## src/rtl/shiyan_pkg.sv

```systemverilog
// shiyan_pkg: shared constants and the FSM state type for the shiyan test
// sequencer. Holds the data widths of the conversion chain, the default
// per-word timeout and the default counter width.
package shiyan_pkg;

    localparam int unsigned TIMEOUT_CYC_DEF = 1023;
    localparam int unsigned CNT_W_DEF       = 10;
    localparam int unsigned WORD_W          = 16;
    localparam int unsigned RESULT_W        = 32;

    typedef enum logic [2:0] {
        ST_IDLE,
        ST_FETCH,
        ST_ISSUE,
        ST_WAIT,
        ST_CHECK,
        ST_FIN
    } state_e;

endpackage

```

## src/rtl/shiyan_sequencer_if.sv

```systemverilog
// shiyan_sequencer_if: bundles the sequencer's control, word-source,
// conversion-chain and result signals.
//   master : sequencer side (drives word_req, input_binary, en_shiyan, busy,
//            seq_done, pass_cnt, fail_cnt, timeout_cnt, last_fail)
//   slave  : environment side (drives start, num_words, word_in, word_valid,
//            all_done, out_b)
interface shiyan_sequencer_if
    import shiyan_pkg::*;
#(
    parameter int unsigned CNT_W = CNT_W_DEF
);

    logic                start;
    logic [CNT_W-1:0]    num_words;
    logic                word_req;
    logic [WORD_W-1:0]   word_in;
    logic                word_valid;
    logic [WORD_W-1:0]   input_binary;
    logic                en_shiyan;
    logic                all_done;
    logic [RESULT_W-1:0] out_b;
    logic                busy;
    logic                seq_done;
    logic [CNT_W-1:0]    pass_cnt;
    logic [CNT_W-1:0]    fail_cnt;
    logic [CNT_W-1:0]    timeout_cnt;
    logic [WORD_W-1:0]   last_fail;

    modport master (
        input  start, num_words, word_in, word_valid, all_done, out_b,
        output word_req, input_binary, en_shiyan, busy, seq_done,
               pass_cnt, fail_cnt, timeout_cnt, last_fail
    );

    modport slave (
        output start, num_words, word_in, word_valid, all_done, out_b,
        input  word_req, input_binary, en_shiyan, busy, seq_done,
               pass_cnt, fail_cnt, timeout_cnt, last_fail
    );

endinterface

```

## src/rtl/shiyan_timer.sv

```systemverilog
// shiyan_timer: per-word timeout counter.
//   clk, rst : clock, asynchronous active-low reset
//   clr      : restart the count at zero
//   en       : count this cycle
//   expired  : high in the TIMEOUT_CYC-th enabled cycle after clr
module shiyan_timer
    import shiyan_pkg::*;
#(
    parameter int unsigned TIMEOUT_CYC = TIMEOUT_CYC_DEF
) (
    input  logic clk,
    input  logic rst,
    input  logic clr,
    input  logic en,
    output logic expired
);

    localparam int unsigned   TW   = $clog2(TIMEOUT_CYC + 1);
    localparam logic [TW-1:0] LAST = TW'(TIMEOUT_CYC - 1);

    logic [TW-1:0] count_q, count_d;

    always_comb begin
        count_d = count_q;
        if (clr) begin
            count_d = '0;
        end else if (en && count_q != LAST) begin
            count_d = count_q + TW'(1);
        end
    end

    always_ff @(posedge clk or negedge rst) begin
        if (!rst) begin
            count_q <= '0;
        end else begin
            count_q <= count_d;
        end
    end

    // Combinational so the FSM can leave WAIT in the expiring cycle itself.
    assign expired = en && (count_q == LAST);

endmodule

```

## src/rtl/shiyan_sequencer.sv

```systemverilog
// shiyan_sequencer: fetches num_words test words one at a time, launches each
// into the conversion chain, checks the recovered value and tallies
// pass / fail / timeout results.
//   clk, rst : clock, asynchronous active-low reset
//   bus      : shiyan_sequencer_if.master (start/num_words control, word
//              source handshake, conversion chain launch/return, status and
//              result counters)
module shiyan_sequencer
    import shiyan_pkg::*;
#(
    parameter int unsigned TIMEOUT_CYC = TIMEOUT_CYC_DEF,
    parameter int unsigned CNT_W       = CNT_W_DEF
) (
    input logic                clk,
    input logic                rst,
    shiyan_sequencer_if.master bus
);

    state_e              state_q, state_d;
    logic [CNT_W-1:0]    remain_q, remain_d;
    logic [WORD_W-1:0]   input_binary_q, input_binary_d;
    logic [RESULT_W-1:0] out_b_q, out_b_d;
    logic                timed_out_q, timed_out_d;
    logic                word_req_q, word_req_d;
    logic                en_shiyan_q, en_shiyan_d;
    logic                busy_q, busy_d;
    logic                seq_done_q, seq_done_d;
    logic [CNT_W-1:0]    pass_q, pass_d;
    logic [CNT_W-1:0]    fail_q, fail_d;
    logic [CNT_W-1:0]    to_q, to_d;
    logic [WORD_W-1:0]   last_fail_q, last_fail_d;
    logic                expired;

    function automatic logic [CNT_W-1:0] sat_inc(input logic [CNT_W-1:0] v);
        return (v == '1) ? v : v + CNT_W'(1);
    endfunction

    shiyan_timer #(
        .TIMEOUT_CYC(TIMEOUT_CYC)
    ) u_timer (
        .clk     (clk),
        .rst     (rst),
        .clr     (state_q == ST_ISSUE),
        .en      (state_q == ST_WAIT),
        .expired (expired)
    );

    always_comb begin
        state_d        = state_q;
        remain_d       = remain_q;
        input_binary_d = input_binary_q;
        out_b_d        = out_b_q;
        timed_out_d    = timed_out_q;
        pass_d         = pass_q;
        fail_d         = fail_q;
        to_d           = to_q;
        last_fail_d    = last_fail_q;
        word_req_d     = 1'b0;
        en_shiyan_d    = 1'b0;
        seq_done_d     = 1'b0;

        case (state_q)
            ST_IDLE: begin
                if (bus.start) begin
                    if (bus.num_words != '0) begin
                        pass_d     = '0;
                        fail_d     = '0;
                        to_d       = '0;
                        remain_d   = bus.num_words;
                        word_req_d = 1'b1;
                        state_d    = ST_FETCH;
                    end else begin
                        seq_done_d = 1'b1;
                    end
                end
            end
            ST_FETCH: begin
                if (bus.word_valid) begin
                    input_binary_d = bus.word_in;
                    state_d        = ST_ISSUE;
                end
            end
            ST_ISSUE: begin
                // Registered launch lands in the first WAIT cycle, giving the
                // two-cycle word_valid -> en_shiyan latency.
                en_shiyan_d = 1'b1;
                timed_out_d = 1'b0;
                state_d     = ST_WAIT;
            end
            ST_WAIT: begin
                // all_done is tested first so it wins over a same-cycle expiry.
                if (bus.all_done) begin
                    out_b_d = bus.out_b;
                    state_d = ST_CHECK;
                end else if (expired) begin
                    timed_out_d = 1'b1;
                    to_d        = sat_inc(to_q);
                    last_fail_d = input_binary_q;
                    state_d     = ST_CHECK;
                end
            end
            ST_CHECK: begin
                if (!timed_out_q) begin
                    if (out_b_q[RESULT_W-1:WORD_W] == '0 &&
                        out_b_q[WORD_W-1:0] == input_binary_q) begin
                        pass_d = sat_inc(pass_q);
                    end else begin
                        fail_d      = sat_inc(fail_q);
                        last_fail_d = input_binary_q;
                    end
                end
                remain_d = remain_q - CNT_W'(1);
                if (remain_q == CNT_W'(1)) begin
                    seq_done_d = 1'b1;
                    state_d    = ST_FIN;
                end else begin
                    word_req_d = 1'b1;
                    state_d    = ST_FETCH;
                end
            end
            ST_FIN: begin
                state_d = ST_IDLE;
            end
            default: begin
                state_d = ST_IDLE;
            end
        endcase

        busy_d = (state_d != ST_IDLE);
    end

    always_ff @(posedge clk or negedge rst) begin
        if (!rst) begin
            state_q        <= ST_IDLE;
            remain_q       <= '0;
            input_binary_q <= '0;
            out_b_q        <= '0;
            timed_out_q    <= 1'b0;
            word_req_q     <= 1'b0;
            en_shiyan_q    <= 1'b0;
            busy_q         <= 1'b0;
            seq_done_q     <= 1'b0;
            pass_q         <= '0;
            fail_q         <= '0;
            to_q           <= '0;
            last_fail_q    <= '0;
        end else begin
            state_q        <= state_d;
            remain_q       <= remain_d;
            input_binary_q <= input_binary_d;
            out_b_q        <= out_b_d;
            timed_out_q    <= timed_out_d;
            word_req_q     <= word_req_d;
            en_shiyan_q    <= en_shiyan_d;
            busy_q         <= busy_d;
            seq_done_q     <= seq_done_d;
            pass_q         <= pass_d;
            fail_q         <= fail_d;
            to_q           <= to_d;
            last_fail_q    <= last_fail_d;
        end
    end

    assign bus.word_req     = word_req_q;
    assign bus.input_binary = input_binary_q;
    assign bus.en_shiyan    = en_shiyan_q;
    assign bus.busy         = busy_q;
    assign bus.seq_done     = seq_done_q;
    assign bus.pass_cnt     = pass_q;
    assign bus.fail_cnt     = fail_q;
    assign bus.timeout_cnt  = to_q;
    assign bus.last_fail    = last_fail_q;

endmodule

```

## src/flat_wrapper.sv

```systemverilog
// flat-port wrapper written by rule: the top's interface ports become plain ports
module shiyan_sequencer_flat import shiyan_pkg::*;
#(
    parameter int unsigned TIMEOUT_CYC = TIMEOUT_CYC_DEF,
    parameter int unsigned CNT_W       = CNT_W_DEF
)
  (clk, rst, bus_start, bus_num_words, bus_word_in, bus_word_valid, bus_all_done, bus_out_b, bus_word_req, bus_input_binary, bus_en_shiyan, bus_busy, bus_seq_done, bus_pass_cnt, bus_fail_cnt, bus_timeout_cnt, bus_last_fail);
  shiyan_sequencer_if #(.CNT_W(CNT_W)) bus_i ();
  input logic clk;
  input logic rst;
  input wire logic [$bits(bus_i.start)-1:0] bus_start;
  input wire logic [$bits(bus_i.num_words)-1:0] bus_num_words;
  input wire logic [$bits(bus_i.word_in)-1:0] bus_word_in;
  input wire logic [$bits(bus_i.word_valid)-1:0] bus_word_valid;
  input wire logic [$bits(bus_i.all_done)-1:0] bus_all_done;
  input wire logic [$bits(bus_i.out_b)-1:0] bus_out_b;
  output wire logic [$bits(bus_i.word_req)-1:0] bus_word_req;
  output wire logic [$bits(bus_i.input_binary)-1:0] bus_input_binary;
  output wire logic [$bits(bus_i.en_shiyan)-1:0] bus_en_shiyan;
  output wire logic [$bits(bus_i.busy)-1:0] bus_busy;
  output wire logic [$bits(bus_i.seq_done)-1:0] bus_seq_done;
  output wire logic [$bits(bus_i.pass_cnt)-1:0] bus_pass_cnt;
  output wire logic [$bits(bus_i.fail_cnt)-1:0] bus_fail_cnt;
  output wire logic [$bits(bus_i.timeout_cnt)-1:0] bus_timeout_cnt;
  output wire logic [$bits(bus_i.last_fail)-1:0] bus_last_fail;
  assign bus_i.start = bus_start;
  assign bus_i.num_words = bus_num_words;
  assign bus_i.word_in = bus_word_in;
  assign bus_i.word_valid = bus_word_valid;
  assign bus_i.all_done = bus_all_done;
  assign bus_i.out_b = bus_out_b;
  assign bus_word_req = bus_i.word_req;
  assign bus_input_binary = bus_i.input_binary;
  assign bus_en_shiyan = bus_i.en_shiyan;
  assign bus_busy = bus_i.busy;
  assign bus_seq_done = bus_i.seq_done;
  assign bus_pass_cnt = bus_i.pass_cnt;
  assign bus_fail_cnt = bus_i.fail_cnt;
  assign bus_timeout_cnt = bus_i.timeout_cnt;
  assign bus_last_fail = bus_i.last_fail;
  shiyan_sequencer #(.TIMEOUT_CYC(TIMEOUT_CYC), .CNT_W(CNT_W)) u_core (.clk(clk), .rst(rst), .bus(bus_i));
endmodule
```

## config.mk

```make
export PLATFORM = sky130hd
export DESIGN_NAME = shiyan_sequencer_flat
export DESIGN_NICKNAME = d
export VERILOG_FILES = /design/src/rtl/shiyan_pkg.sv /design/src/rtl/shiyan_sequencer_if.sv /design/src/rtl/shiyan_timer.sv /design/src/rtl/shiyan_sequencer.sv /design/src/flat_wrapper.sv
export SDC_FILE = /design/constraint.sdc
export NUM_CORES = 1
export LEC_CHECK = 0
export CORE_ASPECT_RATIO = 0.75
export CORE_MARGIN = 5
export CORE_UTILIZATION = 51
export CTS_CLUSTER_SIZE = 8
export DETAILED_ROUTE_END_ITERATION = 10
export PLACE_DENSITY_LB_ADDON = 0.12
export SYNTH_ARGS = -nofsm -noshare
export SYNTH_HDL_FRONTEND = slang
export SYNTH_HIERARCHICAL = 1
export SYNTH_SLANG_ARGS = --single-unit
```

## constraint.sdc

```tcl
create_clock -name clk -period 3.1 [get_ports clk]
set_clock_uncertainty 0.05 [all_clocks]
set_input_delay 0.93 -clock clk [delete_from_list [all_inputs] [get_ports clk]]
set_output_delay 0.93 -clock clk [all_outputs]
set_load 0.05 [all_outputs]
```

Yosys cells after proc, flatten, opt, wreduce, memory -nomap -nowiden. Cells that the tools add are included.

Register bits: 122. Logic and storage cells: 103.

Add/sub/neg operators: 5. Equality and inequality tests: 21. Multiplexer cells: 43. Reductions and logical operators: 20.

Operator list (count): 10-bit 2-to-1 mux (15); 10-bit one-hot mux with 2 select lines (4); 16-bit 2-to-1 mux (4); 10-bit by 1-bit adder with 10-bit output, second input constant (4); 10-bit equality test, second input constant (4); 16-bit one-hot mux with 2 select lines (1); 3-bit 2-to-1 mux (6); 6-bit AND reduction (3); 16-bit equality test (1); 16-bit zero test (1); 3-bit one-hot mux with 5 select lines (1); 2-bit != test, second input constant (7); 10-bit by 1-bit equality test with 1-bit output, second input constant (1); 10-bit != test, second input constant (1); 10-bit nonzero test (1); 2-bit nonzero test (5); 10-bit by 1-bit subtractor with 10-bit output, second input constant (1); 1-bit 2-to-1 mux (9); 3-bit by 2-bit equality test with 1-bit output, second input constant (2); 2-bit by 1-bit != test with 1-bit output, second input constant (3); 1-bit one-hot mux with 2 select lines (3); 3-bit AND reduction (2); 5-bit AND reduction (1); 2-bit AND reduction (2); 5 further kinds (7).

Logic depth before layout (Yosys ltp). Gate-level depths: netlist of run 1.

Word-level depth: 6. Mapped depth: 12.

Hierarchy. Netlist of run 1, hierarchy kept.

By module, submodules not included: shiyan_sequencer (times used 1, cells each 471, area an instance 5340.1 sq um, seq. area each 2802.7 sq um); shiyan_timer (times used 1, cells each 57, area an instance 565.5 sq um, seq. area each 250.2 sq um).

Least setup slack after synthesis of run 1. Ideal clock, no wire load.

Kind: input to register. Start: in bus_start. End: reg u_core.fail_q[6], in the netlist u_core/bus.fail_cnt[6]. Library setup time: 0.130 ns. Data arrival time: 2.262 ns. Data required time: 2.920 ns. Slack: 0.658 ns. Stages: 7. Cell sequence: or4b_1 > a31o_2 > buf_6 > and2_4 > buf_6 > o41ai_2 > a21oi_1.

Longest elaborated chain between the ends: 2.

RTL lines: start: declaration (RTL line flat_wrapper.sv:11) `input wire logic [$bits(bus_i.start)-1:0] bus_start;`; 2-bit != test (no line); 6-bit AND reduction (no line); end signal: assignment (RTL line shiyan_sequencer.sv:158) `fail_q <= fail_d;`; end: declaration (RTL line shiyan_sequencer.sv:29) `logic [CNT_W-1:0] fail_q, fail_d;`.

Every way passes these cells. A chain may end at the register's enable or synchronous reset.

Final worst setup path of run 1.
Start: reg u_core.pass_q[3], in the netlist u_core/bus.pass_cnt[3]. End: out bus_pass_cnt[3].

RTL lines: start: declaration (RTL line shiyan_sequencer.sv:28) `logic [CNT_W-1:0] pass_q, pass_d;`; start signal: assignment (RTL line shiyan_sequencer.sv:157) `pass_q <= pass_d;`; end: declaration (RTL line flat_wrapper.sv:22) `output wire logic [$bits(bus_i.pass_cnt)-1:0] bus_pass_cnt;`.

No word-level cell between the ends.

==> results.md, run 1 <==
* Post-synth top flop: dfrtp_1
* Placeable Area at roughly 0.011 mm²
* WP data required at about 2.1 ns
* Final hold slack at about 0.45 ns
* WP buf/inv at 1
* WS Path Type: flip-flop to output port
* Clk buf depth at 2
* Final setup violation count at 0
* Final worst-path cycle share at 0.875
* Post-detailed-placement half-perimeter wirelength at 10.3 mm
* Setup_tns at 0 ns
* Worst setup SP type: flip-flop
* # DRC at 0
* Seq/Total Area, Yosys at 0.517
* Pin count of the biggest net entering global routing at 60
* Latest clock arrival within the worst-skew pair at ~0.40 ns
* Die X at 134 µm
* Post-layout min period at roughly 2.7 ns
* Num CTS Buffers at 17
* CP Cell Sequence: clkdlybuf4s50_1
* CTS Root Cell: clkbuf_16
* Post-Syn Area per Cell at roughly 11 µm²
* Layout Nets at 740
* Critical path arrival at 1.73 ns
* Clock Sink Count at between 100 and 150
* GPL Wtd Cong at 0.889
* Routed Antenna Nets at 0
* Die area at about 0.014 mm²
* Yosys warning count at 6
* Hold Path Class: primary input to async pin
* CTS H-tree lvls at 4
* Slew margin rel. at 0.221
* Max-cap viol count at 0
* Max-slew violations at 0
* WL per Instance at 17.8 µm
* Crit end category: output port
* Top Ports at around 130
* FFs w/ async S/R, synth at 1.00
* Netlist cell types at 54
* Post-CTS Hold Buffers at 0
* Mapped Nets at approximately 600
* Routed vias at 4717
* Drt first pass iters at 5
* Peak VDD IR at just under 0.0008 V
* Gr ovfl total at 0
* Critical Path Max Stage Delay at approximately 0.86 ns
* Antenna violations before repair at 0
* EDFF count, synth at 0
* CTS tree: done
* Antenna Cells at 0
* First-pass GRT wire length at 24.0 mm
* Overall Global Routing Usage at 0.218
* Initial DRC count at between 300 and 400
* I/O Buffers at around 130
* Overall routed net length at between 10 and 15 mm
* Pwr Density at 912 mW/mm²
* CP max FO at 7
* CTS clk-pin slew, worst paths at around 0.060 ns
* Drt via density at ~5.7
* Share of cells above drive strength 1 at 0.176
* Leak at roughly 3.3 nW
* Rows at 34
* CP delay by family, top: buffers and inverters
* Status: complete, no violations
* Fmax at about 370 MHz
* Vias in the first global route at around 4700
* Flops & latches, synth at 122
* RSZ-0062 raised after global routing: false
* Post-Syn Instances at around 530
* Synthesized area at 0.00591 mm²
* Final Hold Viols at 0
* Die H at 103 µm
* Area delta synth->final at 33.5%
* Starting density of the core at 0.516
* Least-Margin Pin Slew at 1.17 ns
* CP max-delay cell: clkdlybuf4s50_1
* Resized Gates After CTS at 0
* Postcts setup bufs at 0
## stage by stage
step	power (mW)	cells	instance area, µm²	utilization	setup slack, ns
final	7.19	825	7890	0.689	0.388
after global routing	7.58	825	7890	0.689	0.104
after CTS	7.24	825	7890	0.689	0.392
after detailed placement	5.46	795	7360	0.643	0.0118
after global placement	5.37	795	7360	0.643	0.0368
after floorplan	4.53	528	5910	-	0.658
## placed cells by master, fill, tap and decap left out, types with 8 or more instances in the layout
cell type and n:
nand2_1 52, o21ai_0 32, xnor2_1 21, dfrtp_1 122, buf_4 15, mux2_2 55, clkbuf_16 17, nor2_1 38
nand4_1 12, clkdlybuf4s50_1 127, a21oi_1 17, a31oi_1 8, nand3_1 19, inv_1 13, mux2_4 10
## Yosys cell counts, types with 3 or more instances
master	count	share of area
nor4_1	7	0.0074
mux2_2	55	0.10
a21oi_1	17	0.014
xnor2_1	21	0.031
and3_1	7	0.0074
dfrtp_1	122	0.52
nor3_1	7	0.0059
a211oi_1	4	0.0051
o21ai_0	32	0.027
and4_1	5	0.0074
ha_1	7	0.015
o21bai_1	3	0.0038
mux2i_1	5	0.0085
a31o_2	3	0.0044
xor2_1	3	0.0044
inv_1	13	0.0083
nand4_1	12	0.013
and2_1	7	0.0074
mux2_4	10	0.025
o41ai_1	3	0.0044
a31oi_1	8	0.0085
nand3b_1	3	0.0038
buf_1	4	0.0025
buf_6	6	0.011
nor2_1	38	0.024
nor3b_1	5	0.0064
nand2_1	52	0.033
clkbuf_1	7	0.0044
nand3_1	19	0.016
a311oi_1	6	0.0089
o31ai_1	6	0.0076
## cell type report
| type | instances | area, µm² |
|---|---|---|
| inverters | 14 | 52.6 |
| well taps | 144 | 180 |
| multi-input cells | 372 | 2670 |
| fillers | 846 | 3560 |
| flip-flops and latches | 122 | 3050 |
| repair buffers | 143 | 1400 |
| clock inverters | 8 | 47.5 |
| clock buffers | 22 | 474 |
## per-layer routing
metal	share of wire	GRT usage	wire length, µm	up-vias
met5	0	0	0	-
met3	0.097	0.0890	1420	16
met4	0.011	0.0712	157	0
met1	0.44	0.282	6400	2288
li1	-	-	-	2213
met2	0.46	0.340	6680	200
## final timing paths
| path | start | slack, ns | cells past startpoint | end |
|---|---|---|---|---|
| worst max-delay path | u_core/bus.pass_cnt[3] | 0.39 | 1 | bus_pass_cnt[3] |
| worst min-delay path | rst | 0.45 | 1 | u_core/bus.fail_cnt[1] |
| worst max register to register | u_core/u_timer/count_q[0] | 0.40 | 10 | u_core/bus.timeout_cnt[7] |
| worst min register to register | u_core/remain_q[9] | 0.45 | 1 | u_core/remain_q[9] |
| max in group asynchronous | rst | 1.82 | 2 | u_core/remain_q[4] |
| min in group clk | u_core/remain_q[9] | 0.45 | 1 | u_core/remain_q[9] |
## flip-flops by register name (all words and copies together) (netlist names), 3 cells and up
name,count
u_core/bus.timeout_cnt,10
u_core/bus.pass_cnt,10
u_core/state_q,3
u_core/bus.last_fail,16
u_core/bus.input_binary,16
u_core/out_b_q,32
u_core/remain_q,10
u_core/bus.fail_cnt,10
u_core/u_timer/count_q,10
## cell families after synthesis
logic type,count (synthesis),share of synthesized area
flops,122,0.517
simple gates,173,0.149
compound gates,98,0.115
buf+inv,34,0.0303
mux,70,0.139
xor+xnor,24,0.0356
fa+ha+maj,7,0.0148
## where the power goes
group / internal [mW] / switching [mW] / total, mW
clock: 1.07 / 0.682 / 1.75
sequential: 2.13 / 0.471 / 2.60
combinational: 1.24 / 1.59 / 2.84
Power figures use the tool's default switching activity.
==> run 2: changes to the inputs <==
--- a/config.mk
+++ b/config.mk
@@ -7,7 +7,7 @@
 export LEC_CHECK = 0
 export CORE_ASPECT_RATIO = 0.75
 export CORE_MARGIN = 5
-export CORE_UTILIZATION = 51
+export CORE_UTILIZATION = 30
 export CTS_CLUSTER_SIZE = 8
 export DETAILED_ROUTE_END_ITERATION = 10
 export PLACE_DENSITY_LB_ADDON = 0.12
==> run 2 against run 1 <==
Compared with the run above: maximum frequency is 2.0% lower; sequential power hardly changed; sequential cell count stayed put; design area is 4.0% higher; critical path depth stayed put; worst hold slack better by 0.0061 ns; first-iteration DRC count is 11% higher; clock-buffer cell count is 4 lower; worst setup slack worse by 0.054 ns; combinational power is 1% higher; largest cell class unchanged; highest routed layer unchanged.
==> results.md, run 2 (synthesis gave the netlist of run 1 again) <==
* Status: complete, no violations
* Peak VDD IR at 0.000644 V (-19%)
* Rows at 44 (+29%)
* Slew margin rel. at 0.584 (+0.363)
* Clk buf depth at 2 (unchanged)
* CP max-delay cell: clkdlybuf4s50_1
* CP delay by family, top: buffers and inverters
* Finished Cell Area at 0.00820 mm² (+4.0%)
* Commonest non-fill, non-tap cell in the layout: clkdlybuf4s50_1
* Switching power at 2.80 mW (+1.8%)
* Die area at 0.0226 mm² (+63%)
* Drt first pass iters at 5 (unchanged)
* Least-Margin Pin Slew at 0.623 ns (-0.545 ns)
* R2R depth at 10 (unchanged)
* WP data required at 2.12 ns (about the same)
* Pin count of the biggest net entering global routing at 55 (-8.3%)
* # DRC at 0 (unchanged)
* Die X at 172 µm (+28%)
* First-pass GRT wire length at 26.2 mm (+9.6%)
* Hold Path Class: flip-flop to flip-flop
* Pwr Density at 930 mW/mm² (+1.9%)
* Resized Gates After CTS at 0 (unchanged)
* Antenna violations before repair at 0 (unchanged)
* Antenna Cells at 0 (unchanged)
* Hold Crit Endpoint: u_core/remain_q[9]
* Non-filler cells, final at 939 (+14%)
* Clock Sink Count at 122 (unchanged)
* Switching Fraction at 0.367 (-0.0153)
* Leak at 3.35 nW (+2.6%)
* Number of flip-flops in the largest register at 32 (unchanged)
* Postcts setup bufs at 0 (unchanged)
* Placeable Area at 0.0194 mm² (+69%)
* Critical Path Max Stage Delay at 0.87 ns (about the same)
* Largest reg by FF count: u_core/out_b_q
* Die H at 132 µm (+27%)
* Latest clock arrival within the worst-skew pair at 0.41 ns (about the same)
* CTS clk-pin slew, worst paths at 0.06 ns (about the same)
* Final setup violation count at 0 (unchanged)
* CTS tree: done
* CP Cell Sequence: clkdlybuf4s50_1
* CTS Root Cell: clkbuf_16
* Max-slew violations at 0 (unchanged)
* R2R Setup Slk at 0.59 ns (+0.19 ns)
* Initial DRC count at 357 (+11%)
* Share of cells above drive strength 1 at 0.187 (+0.0104)
* Worst hold stages at 1
* WL per Instance at 16.8 µm (-5.5%)
* Vias in the first global route at 5088 (+7.3%)
* Area delta synth->final at 38.9%
* Worst reg2reg endpoint: u_core/bus.timeout_cnt[2]
* Worst setup SP type: flip-flop
* Seq pwr share at 0.338 (-0.024)
* Final worst-path cycle share at 0.892 (+0.0176)
* Most frequent cells in the layout: clkdlybuf4s50_1, dfrtp_1, mux2_2, nand2_1, nor2_1
* Placed Area at 0.00755 mm² (+2.6%)
* Critical path arrival at 1.79 ns (+0.06 ns)
* FF-to-FF Start: u_core/u_timer/count_q[0]
* CTS H-tree lvls at 4 (unchanged)
* Drt via density at 4.95 (-13%)
* Gr ovfl total at 0 (unchanged)
* Post-detailed-placement half-perimeter wirelength at 11.4 mm (+11%)
* Post-layout min period at 2.77 ns (+0.0545 ns)
* Layout Nets at 743 (+0.41%)
* Top Ports at 129 (unchanged)
* Hold_sp: u_core/remain_q[9]
* Setup_tns at 0 ns (unchanged)
* Crit end category: output port
* Num CTS Buffers at 17 (unchanged)
* GPL Wtd Cong at 0.786 (-12%)
* WP buf/inv at 1 (unchanged)
* CP max FO at 6 (-1)
* Internal at 4.83 mW (+8.7%)
* Clk pwr share at 0.285 (+0.042)
* Overall Global Routing Usage at 0.144 (-0.0739)
* Overall routed net length at 15.8 mm (+7.5%)
* Gate power share at 0.377 (-0.018)
* Routed vias at 4651 (-1.4%)
* Starting density of the core at 0.305 (-0.211)
* Total power at 7.63 mW (+6.1%)
* Post-CTS Hold Buffers at 0 (unchanged)
* Final Hold Viols at 0 (unchanged)
* RSZ-0062 raised after global routing: false
* I/O Buffers at 128 (unchanged)
* Fmax at 362 MHz (-2.0%)
* Routed Antenna Nets at 0 (unchanged)
* Max-cap viol count at 0 (unchanged)
* WS Path Type: flip-flop to output port
* Post-Place Cells at 907 (+14%)
## run 2: power by group through the flow
stage               registers [mW]  clock network [mW]  logic (mW)
CTS                           2.59                2.24        2.92
detailed placement            2.60                   0        2.91
finish                        2.58                2.17        2.88
global route                  2.66                2.31        3.09
global placement              2.58                   0        2.87
floorplan                     3.27                   0        1.26
## run 2: routing by layer
layer | track usage | share of wire
met1 | 0.197 | 0.48
met2 | 0.212 | 0.44
met3 | 0.0583 | 0.074
met4 | 0.0415 | 0.010
met5 | 0 | 0
## run 2: worst max path at each step
stage / start / endpoint / slack, ns / depth (start not counted)
after floorplan: bus_start / u_core/bus.fail_cnt[6] / 0.66 / 7
final: u_core/bus.pass_cnt[4] / bus_pass_cnt[4] / 0.33 / 1
after global routing: u_core/bus.pass_cnt[4] / bus_pass_cnt[4] / 0.30 / 1
after global placement: bus_start / u_core/bus.pass_cnt[8] / 0.13 / 6
after detailed placement: bus_start / u_core/bus.pass_cnt[8] / 0.09 / 6
after CTS: u_core/bus.pass_cnt[4] / bus_pass_cnt[4] / 0.34 / 1
## run 2: metrics by stage
stage	util	hold WS [ns]	setup WS [ns]
after global placement	0.390	0.431	0.129
final	0.423	0.451	0.334
after floorplan	-	0.402	0.658
after CTS	0.423	0.450	0.335
after detailed placement	0.390	0.433	0.0911
after global routing	0.423	0.467	0.300
## run 2: layout make-up
cell class | count | area [µm²]
clock buffers | 18 | 429
well taps | 253 | 317
fillers | 1850 | 11200
inverters | 14 | 52.6
clock inverters | 14 | 220
multi-input cells | 372 | 2680
repair buffers | 146 | 1450
flip-flops and latches | 122 | 3050
